==> config.mk <==
export PLATFORM = sky130hd
export DESIGN_NAME = fwd_hazard_unit
export DESIGN_NICKNAME = d
export VERILOG_FILES = /design/src/rtl/fwd_hazard_unit.sv
export SDC_FILE = /design/constraint.sdc
export NUM_CORES = 1
export LEC_CHECK = 0
export BUFFER_PORTS_ARGS = -buffer_cell sky130_fd_sc_hd__buf_2
export CAP_MARGIN = 0
export CORE_MARGIN = 2
export CORE_UTILIZATION = 47
export CTS_CLUSTER_SIZE = 8
export DETAILED_ROUTE_END_ITERATION = 12
export GPL_TIMING_DRIVEN = 0
export PLACE_DENSITY = 0.77
export SYNTH_ARGS = -nofsm -noshare
export SYNTH_HDL_FRONTEND = slang
export SYNTH_SLANG_ARGS = --single-unit
==> constraint.sdc <==
create_clock -name clk -period 3.6 [get_ports clk]
set_clock_uncertainty 0.1 [all_clocks]
set_input_delay 0.54 -clock clk [delete_from_list [all_inputs] [get_ports clk]]
set_output_delay 0.54 -clock clk [all_outputs]
set_load 0.02 [all_outputs]
==> src/rtl/fwd_hazard_unit.sv <==
`timescale 1ns/1ps
// ---------------------------------------------------------------------------
// fwd_hazard_unit
//
// Operand-forwarding and load-use hazard unit for the EX stage. It keeps a
// short history of the destination writes that left EX (entry 0 = EX/MEM,
// entry 1 = MEM/WB, entry 2 = post-WB, ...). Each cycle it resolves NREAD
// source operands of the instruction in EX against that history and raises
// a stall for load-use hazards and for outstanding load data.
//
// Optional build macro:
//   FWD_PERF_CNT_EN - adds stall_cnt_o / fwd_cnt_o performance counters.
//
// Ports:
//   clk, rst            core clock, asynchronous active-high reset
//   ext_stall_i         stall from elsewhere; freezes the history shift
//   flush_i             kills the EX instruction (its write is not recorded)
//   ex_valid_i          instruction present in EX
//   ex_wen_i            EX instruction writes rd
//   ex_is_load_i        EX instruction is a load (data arrives later)
//   ex_rd_i             EX destination register
//   ex_result_i         ALU result of the EX instruction
//   mem_load_valid_i    load data for entry 0 returned this cycle
//   mem_load_data_i     returned load data
//   rs_i                source registers, port k at [k*AW +: AW]
//   rs_used_i           port k actually reads its rs
//   rf_data_i           register-file values, port k at [k*XLEN +: XLEN]
//   operand_o           resolved operands, port k at [k*XLEN +: XLEN]
//   fwd_sel_o           per-port select: 0 = register file, j+1 = entry j
//   stall_o             hazard stall request to the pipeline
//   stall_cnt_o         (FWD_PERF_CNT_EN) cycles with stall_o high
//   fwd_cnt_o           (FWD_PERF_CNT_EN) advancing cycles with a forward
// ---------------------------------------------------------------------------
module fwd_hazard_unit #(
  parameter int XLEN  = 32,
  parameter int AW    = 5,
  parameter int NREAD = 2,
  parameter int DEPTH = 3,
  parameter int SW    = $clog2(DEPTH + 1)
) (
  input  logic                   clk,
  input  logic                   rst,
  input  logic                   ext_stall_i,
  input  logic                   flush_i,
  input  logic                   ex_valid_i,
  input  logic                   ex_wen_i,
  input  logic                   ex_is_load_i,
  input  logic [AW-1:0]          ex_rd_i,
  input  logic [XLEN-1:0]        ex_result_i,
  input  logic                   mem_load_valid_i,
  input  logic [XLEN-1:0]        mem_load_data_i,
  input  logic [NREAD*AW-1:0]    rs_i,
  input  logic [NREAD-1:0]       rs_used_i,
  input  logic [NREAD*XLEN-1:0]  rf_data_i,
  output logic [NREAD*XLEN-1:0]  operand_o,
  output logic [NREAD*SW-1:0]    fwd_sel_o,
  output logic                   stall_o
`ifdef FWD_PERF_CNT_EN
  ,
  output logic [31:0]            stall_cnt_o,
  output logic [31:0]            fwd_cnt_o
`endif
);

  // History entries.
  logic            valid_q   [DEPTH];
  logic            valid_d   [DEPTH];
  logic [AW-1:0]   rd_q      [DEPTH];
  logic [AW-1:0]   rd_d      [DEPTH];
  logic [XLEN-1:0] data_q    [DEPTH];
  logic [XLEN-1:0] data_d    [DEPTH];
  logic            pending_q [DEPTH];
  logic            pending_d [DEPTH];

  // Per-port resolution results.
  logic [SW-1:0]   sel       [NREAD];
  logic [XLEN-1:0] opnd      [NREAD];
  logic [NREAD-1:0] port_pend;

  logic advance;
  logic fill;
  logic new_valid;

  // -------------------------------------------------------------------------
  // Operand resolution. Entries are scanned from oldest to youngest so the
  // last hit (the lowest index, i.e. the youngest write) wins.
  // -------------------------------------------------------------------------
  always_comb begin
    // NOTE: every combinational output gets a default before any branch so
    // no path leaves it unassigned, which would infer a latch.
    port_pend = '0;
    for (int k = 0; k < NREAD; k++) begin
      sel[k]  = '0;
      opnd[k] = rf_data_i[k*XLEN +: XLEN];
      // x0 is hard-wired zero: never forwarded, never stalls.
      if (rs_used_i[k] && (rs_i[k*AW +: AW] != '0)) begin
        for (int j = DEPTH - 1; j >= 0; j--) begin
          if (valid_q[j] && (rd_q[j] == rs_i[k*AW +: AW])) begin
            sel[k]       = SW'(j + 1);
            opnd[k]      = data_q[j];
            port_pend[k] = pending_q[j];
          end
        end
      end
    end
  end

  always_comb begin
    operand_o = '0;
    fwd_sel_o = '0;
    for (int k = 0; k < NREAD; k++) begin
      operand_o[k*XLEN +: XLEN] = opnd[k];
      fwd_sel_o[k*SW +: SW]     = sel[k];
    end
  end

  // -------------------------------------------------------------------------
  // Hazard detection. Load data is registered into the history and never
  // bypassed combinationally, so a dependent consumer stalls even in the
  // cycle the data returns.
  // -------------------------------------------------------------------------
  assign stall_o   = (pending_q[0] & ~mem_load_valid_i) | (|port_pend);
  assign advance   = ~stall_o & ~ext_stall_i;
  assign fill      = mem_load_valid_i & valid_q[0] & pending_q[0];
  assign new_valid = ex_valid_i & ex_wen_i & ~flush_i & (ex_rd_i != '0);

  // -------------------------------------------------------------------------
  // History next state.
  // -------------------------------------------------------------------------
  always_comb begin
    for (int j = 0; j < DEPTH; j++) begin
      valid_d[j]   = valid_q[j];
      rd_d[j]      = rd_q[j];
      data_d[j]    = data_q[j];
      pending_d[j] = pending_q[j];
    end

    if (advance) begin
      for (int j = DEPTH - 1; j >= 1; j--) begin
        valid_d[j]   = valid_q[j-1];
        rd_d[j]      = rd_q[j-1];
        data_d[j]    = data_q[j-1];
        pending_d[j] = pending_q[j-1];
      end
      valid_d[0]   = new_valid;
      rd_d[0]      = ex_rd_i;
      data_d[0]    = ex_result_i;
      pending_d[0] = ex_is_load_i & new_valid;
      // The returning load has already moved down one slot.
      if (fill) begin
        data_d[1]    = mem_load_data_i;
        pending_d[1] = 1'b0;
      end
    end else if (fill) begin
      data_d[0]    = mem_load_data_i;
      pending_d[0] = 1'b0;
    end
  end

  // NOTE: the history is a handful of flops, not a RAM, so every entry is
  // cleared on reset; a stale valid bit would otherwise forward garbage.
  always_ff @(posedge clk or posedge rst) begin
    if (rst) begin
      for (int j = 0; j < DEPTH; j++) begin
        valid_q[j]   <= 1'b0;
        rd_q[j]      <= '0;
        data_q[j]    <= '0;
        pending_q[j] <= 1'b0;
      end
    end else begin
      // NOTE: non-blocking assignments so every entry samples the pre-edge
      // value of its neighbour during the shift.
      for (int j = 0; j < DEPTH; j++) begin
        valid_q[j]   <= valid_d[j];
        rd_q[j]      <= rd_d[j];
        data_q[j]    <= data_d[j];
        pending_q[j] <= pending_d[j];
      end
    end
  end

`ifdef FWD_PERF_CNT_EN
  // -------------------------------------------------------------------------
  // Performance counters (wrap naturally at 2^32).
  // -------------------------------------------------------------------------
  logic [31:0] stall_cnt_q, stall_cnt_d;
  logic [31:0] fwd_cnt_q,   fwd_cnt_d;
  logic        any_fwd;

  always_comb begin
    any_fwd     = |fwd_sel_o;
    stall_cnt_d = stall_cnt_q;
    fwd_cnt_d   = fwd_cnt_q;
    if (stall_o) begin
      stall_cnt_d = stall_cnt_q + 32'd1;
    end
    if (advance && any_fwd) begin
      fwd_cnt_d = fwd_cnt_q + 32'd1;
    end
  end

  always_ff @(posedge clk or posedge rst) begin
    if (rst) begin
      stall_cnt_q <= '0;
      fwd_cnt_q   <= '0;
    end else begin
      stall_cnt_q <= stall_cnt_d;
      fwd_cnt_q   <= fwd_cnt_d;
    end
  end

  assign stall_cnt_o = stall_cnt_q;
  assign fwd_cnt_o   = fwd_cnt_q;
`endif

endmodule

==> results by group <==
STA
  • Slew Limit Fails: 0
  • Final period util: 97.1%
  • Worst Hold Slack: 0.173 ns
  • Final Hold Viols: 0
  • RSZ-0062 raised after global routing: yes
  • Slew @ Worst Pin: 0.858 ns
  • Fmax: 286 MHz
  • Period minus WS final: 3.50 ns
  • Worst setup margin: 0.103 ns
  • Worst slew margin: 42.8%
  • TNS Setup: 0 ns
  • Final setup viols: 0

Final layout
  • Area delta synth->final: 29.8%
  • Fin nets: 1060
  • N_diodes: 0
  • Most common cell after layout, fill and taps aside: buf_2
  • Commonest non-fill, non-tap cells in the layout: buf_2 (230), mux2_2 (119), dfrtp_1 (117), o21ai_0 (99), nand2_1 (72)
  • Layout cells sized above 1: 48.7%
  • Fillcell total: 1253

Worst setup path
  • Crit Path Category: reg2out
  • Endpoint type of the worst setup path: output port
  • Reg2Reg Setup Slack: 0.79 ns
  • Critical path's top delay family: buffers and inverters
  • Max FO, Critical Path: 10
  • Critical path depth: 8
  • Worst-path cell chain: xor2_1 > nor4_2 > and3_1 > clkbuf_4 > clkbuf_2 > o21ai_0 > a22o_1 > buf_2
  • End of the critical path: operand_o[31]
  • Worst path buffer plus inverter count: 3
  • Highest-delay cell along the critical path: dfrtp_1
  • Worst Path Arrival: 2.86 ns
  • Worst r2r src: rd_q[12]
  • CP required: 2.96 ns
  • Worst reg2reg path depth: 9
  • FF-to-FF End: data_q[47]
  • Origin of the worst setup path: rd_q[12]
  • Startpoint type of the worst setup path: register
  • CP peak stage delay: 0.44 ns

Synth
  • Top cells by area, synth: dfrtp_1 (41%), mux2_2 (19%), o21ai_0 (7.0%)
  • Synth Net Count: 820
  • Top-area cell type share of the netlist area: 41.2%
  • Post-synth top area cell: dfrtp_1
  • Yosys warning count: 0
  • Post-Syn Area: 7110 sq um
  • Post-synthesis sequential area ratio: 41.2%
  • Post-synthesis register bit count: 117
  • Syn avg cell area: 10.7 sq um
  • Netlist cell types: 29
  • Cells after synthesis: 667

Power and ir drop
  • Clk pwr share: 41.8%
  • Sw frac: 26.6%
  • NetSw: 1.19 mW
  • Leakage: 4.20 nW
  • Pwr/cell area: 485 nW/um^2
  • Internal: 3.28 mW
  • Max VDD drop: 0.321 mV
  • Power share of the combinational group: 18.7%
  • Final Power: 4.47 mW
  • Part of the power in registers: 39.5%

Route
  • Detailed Route WL: 22500 um
  • Top Metal Used: met4
  • Avg Vias per Cell: 5.86
  • Vias: 6464
  • DR WL met2: 10800 um
  • Post-DR wirelength/cell: 20.3 um
  • # DRC: 0
  • Met3 Wirelength: 1590 um
  • Drt initial violations: 395
  • M1 WL: 9750 um
  • DRT antenna net count: 0
  • Router iterations before antenna repair: 5

CTS
  • Worst skew pair latency: 0.42 ns
  • CTS tree: built
  • Reg clk slew, reported paths: 0.06 ns
  • Clock Tree Root: clkbuf_16
  • Num CTS Buffers: 17
  • CTS Hold Bufs: 0
  • H-tree depth: 4
  • Clock Sinks: 117
  • Number of setup buffers added after CTS: 0
  • Max Root-Sink Buffers: 2

Global routing
  • Maximum number of pins on one net before global-route repair: 43
  • Global-route usage over all layers: 28.1%
  • Initial antenna violation count: 0
  • Grt ovf: 0
  • Vias in the first global route: 6491
  • First-pass GRT wire length: 34700 um

Die
  • Die Area: 16100 sq um
  • Starting Density: 48.5%
  • Core area: 14600 sq um
  • Cell Rows: 44
  • Die Wd: 127 um
  • Die height: 127 um
  • Top Ports: 222

Placed design
  • DP HPWL: 15600 um
  • Port Buffers: 220
  • Gpl congestion: 0.814
  • Dpl ws: -0.337 ns

Flow run
  • Max Cap Violations: 0

Worst hold path
  • Hold WC Path Type: in2async

Run status
  • Outcome: completed
==> sequential cells by signal (all words and copies together), names as in the netlist <==
signal / cells
data_q: 96
valid_q: 3
rd_q: 15
pending_q: 3
==> routing by layer <==
| metal | vias to the layer above | GRT usage (%) |
|---|---|---|
| met2 | 294 | 46.0 |
| met1 | 3159 | 36.7 |
| li1 | 2979 | - |
| met5 | - | 0 |
| met4 | 0 | 9.89 |
| met3 | 32 | 6.41 |
==> kinds of logic (layout without fill, tap and decap cells) <==
family | Yosys count | in the layout | share of synthesized area (%)
compound gates | 204 | 204 | 19.8
mux | 149 | 149 | 25.0
flops | 117 | 117 | 41.2
simple gates | 107 | 107 | 6.32
buf+inv | 60 | 313 | 3.94
xor+xnor | 30 | 30 | 3.70
==> power groups by stage <==
stage                     logic, mW  registers (mW)  clock network, mW
final                         0.837            1.76               1.87
after global routing          0.905            1.79               1.96
after CTS                     0.833            1.76               1.89
after detailed placement      0.823            1.77                  0
after global placement        0.801            1.76                  0
after floorplan               0.590            1.72                  0
==> worst reg2reg max path, stage by stage (launching register included) <==
cell and delay, ns:
dfrtp_1 0.44, xor2_1 0.18, nor4_2 0.35, and3_1 0.30, nor2_1 0.09, a22oi_1 0.18
o211a_1 0.19, buf_6 0.13, buf_2 0.34, mux2_2 0.38
==> cell usage after synthesis (all sizes together) <==
| master | instances |
|---|---|
| a21o | 1 |
| a221o | 32 |
| a22o | 32 |
| a22oi | 33 |
| and3 | 3 |
| buf | 14 |
| clkbuf | 42 |
| dfrtp | 117 |
| inv | 4 |
| mux2 | 147 |
| mux2i | 2 |
| nand2 | 72 |
| nand3 | 8 |
| nand4 | 2 |
| nor2 | 11 |
| nor3 | 5 |
| nor4 | 3 |
| o211a | 1 |
| o21a | 1 |
| o21ai | 101 |
| o22ai | 1 |
| o31ai | 1 |
| o41ai | 1 |
| or4 | 3 |
| xnor2 | 17 |
| xor2 | 13 |
==> per-stage QoR <==
stage	util (%)	instance area, sq um	instances
after floorplan	-	7110	667
after global placement	57.7	8440	1071
after detailed placement	57.9	8480	1073
after CTS	62.7	9180	1104
after global routing	63.0	9230	1104
final	63.0	9230	1104
==> worst min-delay path by stage <==
stage / startpoint / endpoint / slack (ns) / cells after the start
global route: rst / data_q[8] / 0.22 / 2
detailed placement: pending_q[0] / pending_q[0] / 0.41 / 1
finish: rst / data_q[73] / 0.17 / 2
CTS: rst / data_q[8] / 0.18 / 2
global placement: pending_q[0] / pending_q[0] / 0.40 / 1
floorplan: pending_q[0] / pending_q[0] / 0.38 / 1
==> timing repair <==
action,CTS,global route
gates resized for setup,23,26
endpoints found under the hold margin,0,0
setup endpoints to repair,63,59
==> final cells by class <==
type	count	area, sq um	share of cell area [%]
multi-input cells	490	3960	43.0
flip-flops and latches	117	2930	31.7
repair buffers	222	1140	12.4
clock buffers	22	474	5.14
plain buffers	55	297	3.21
well taps	184	230	2.49
clock inverters	10	175	1.90
inverters	4	18.8	0.203
Note: power is estimated with default switching activity, not from simulation.
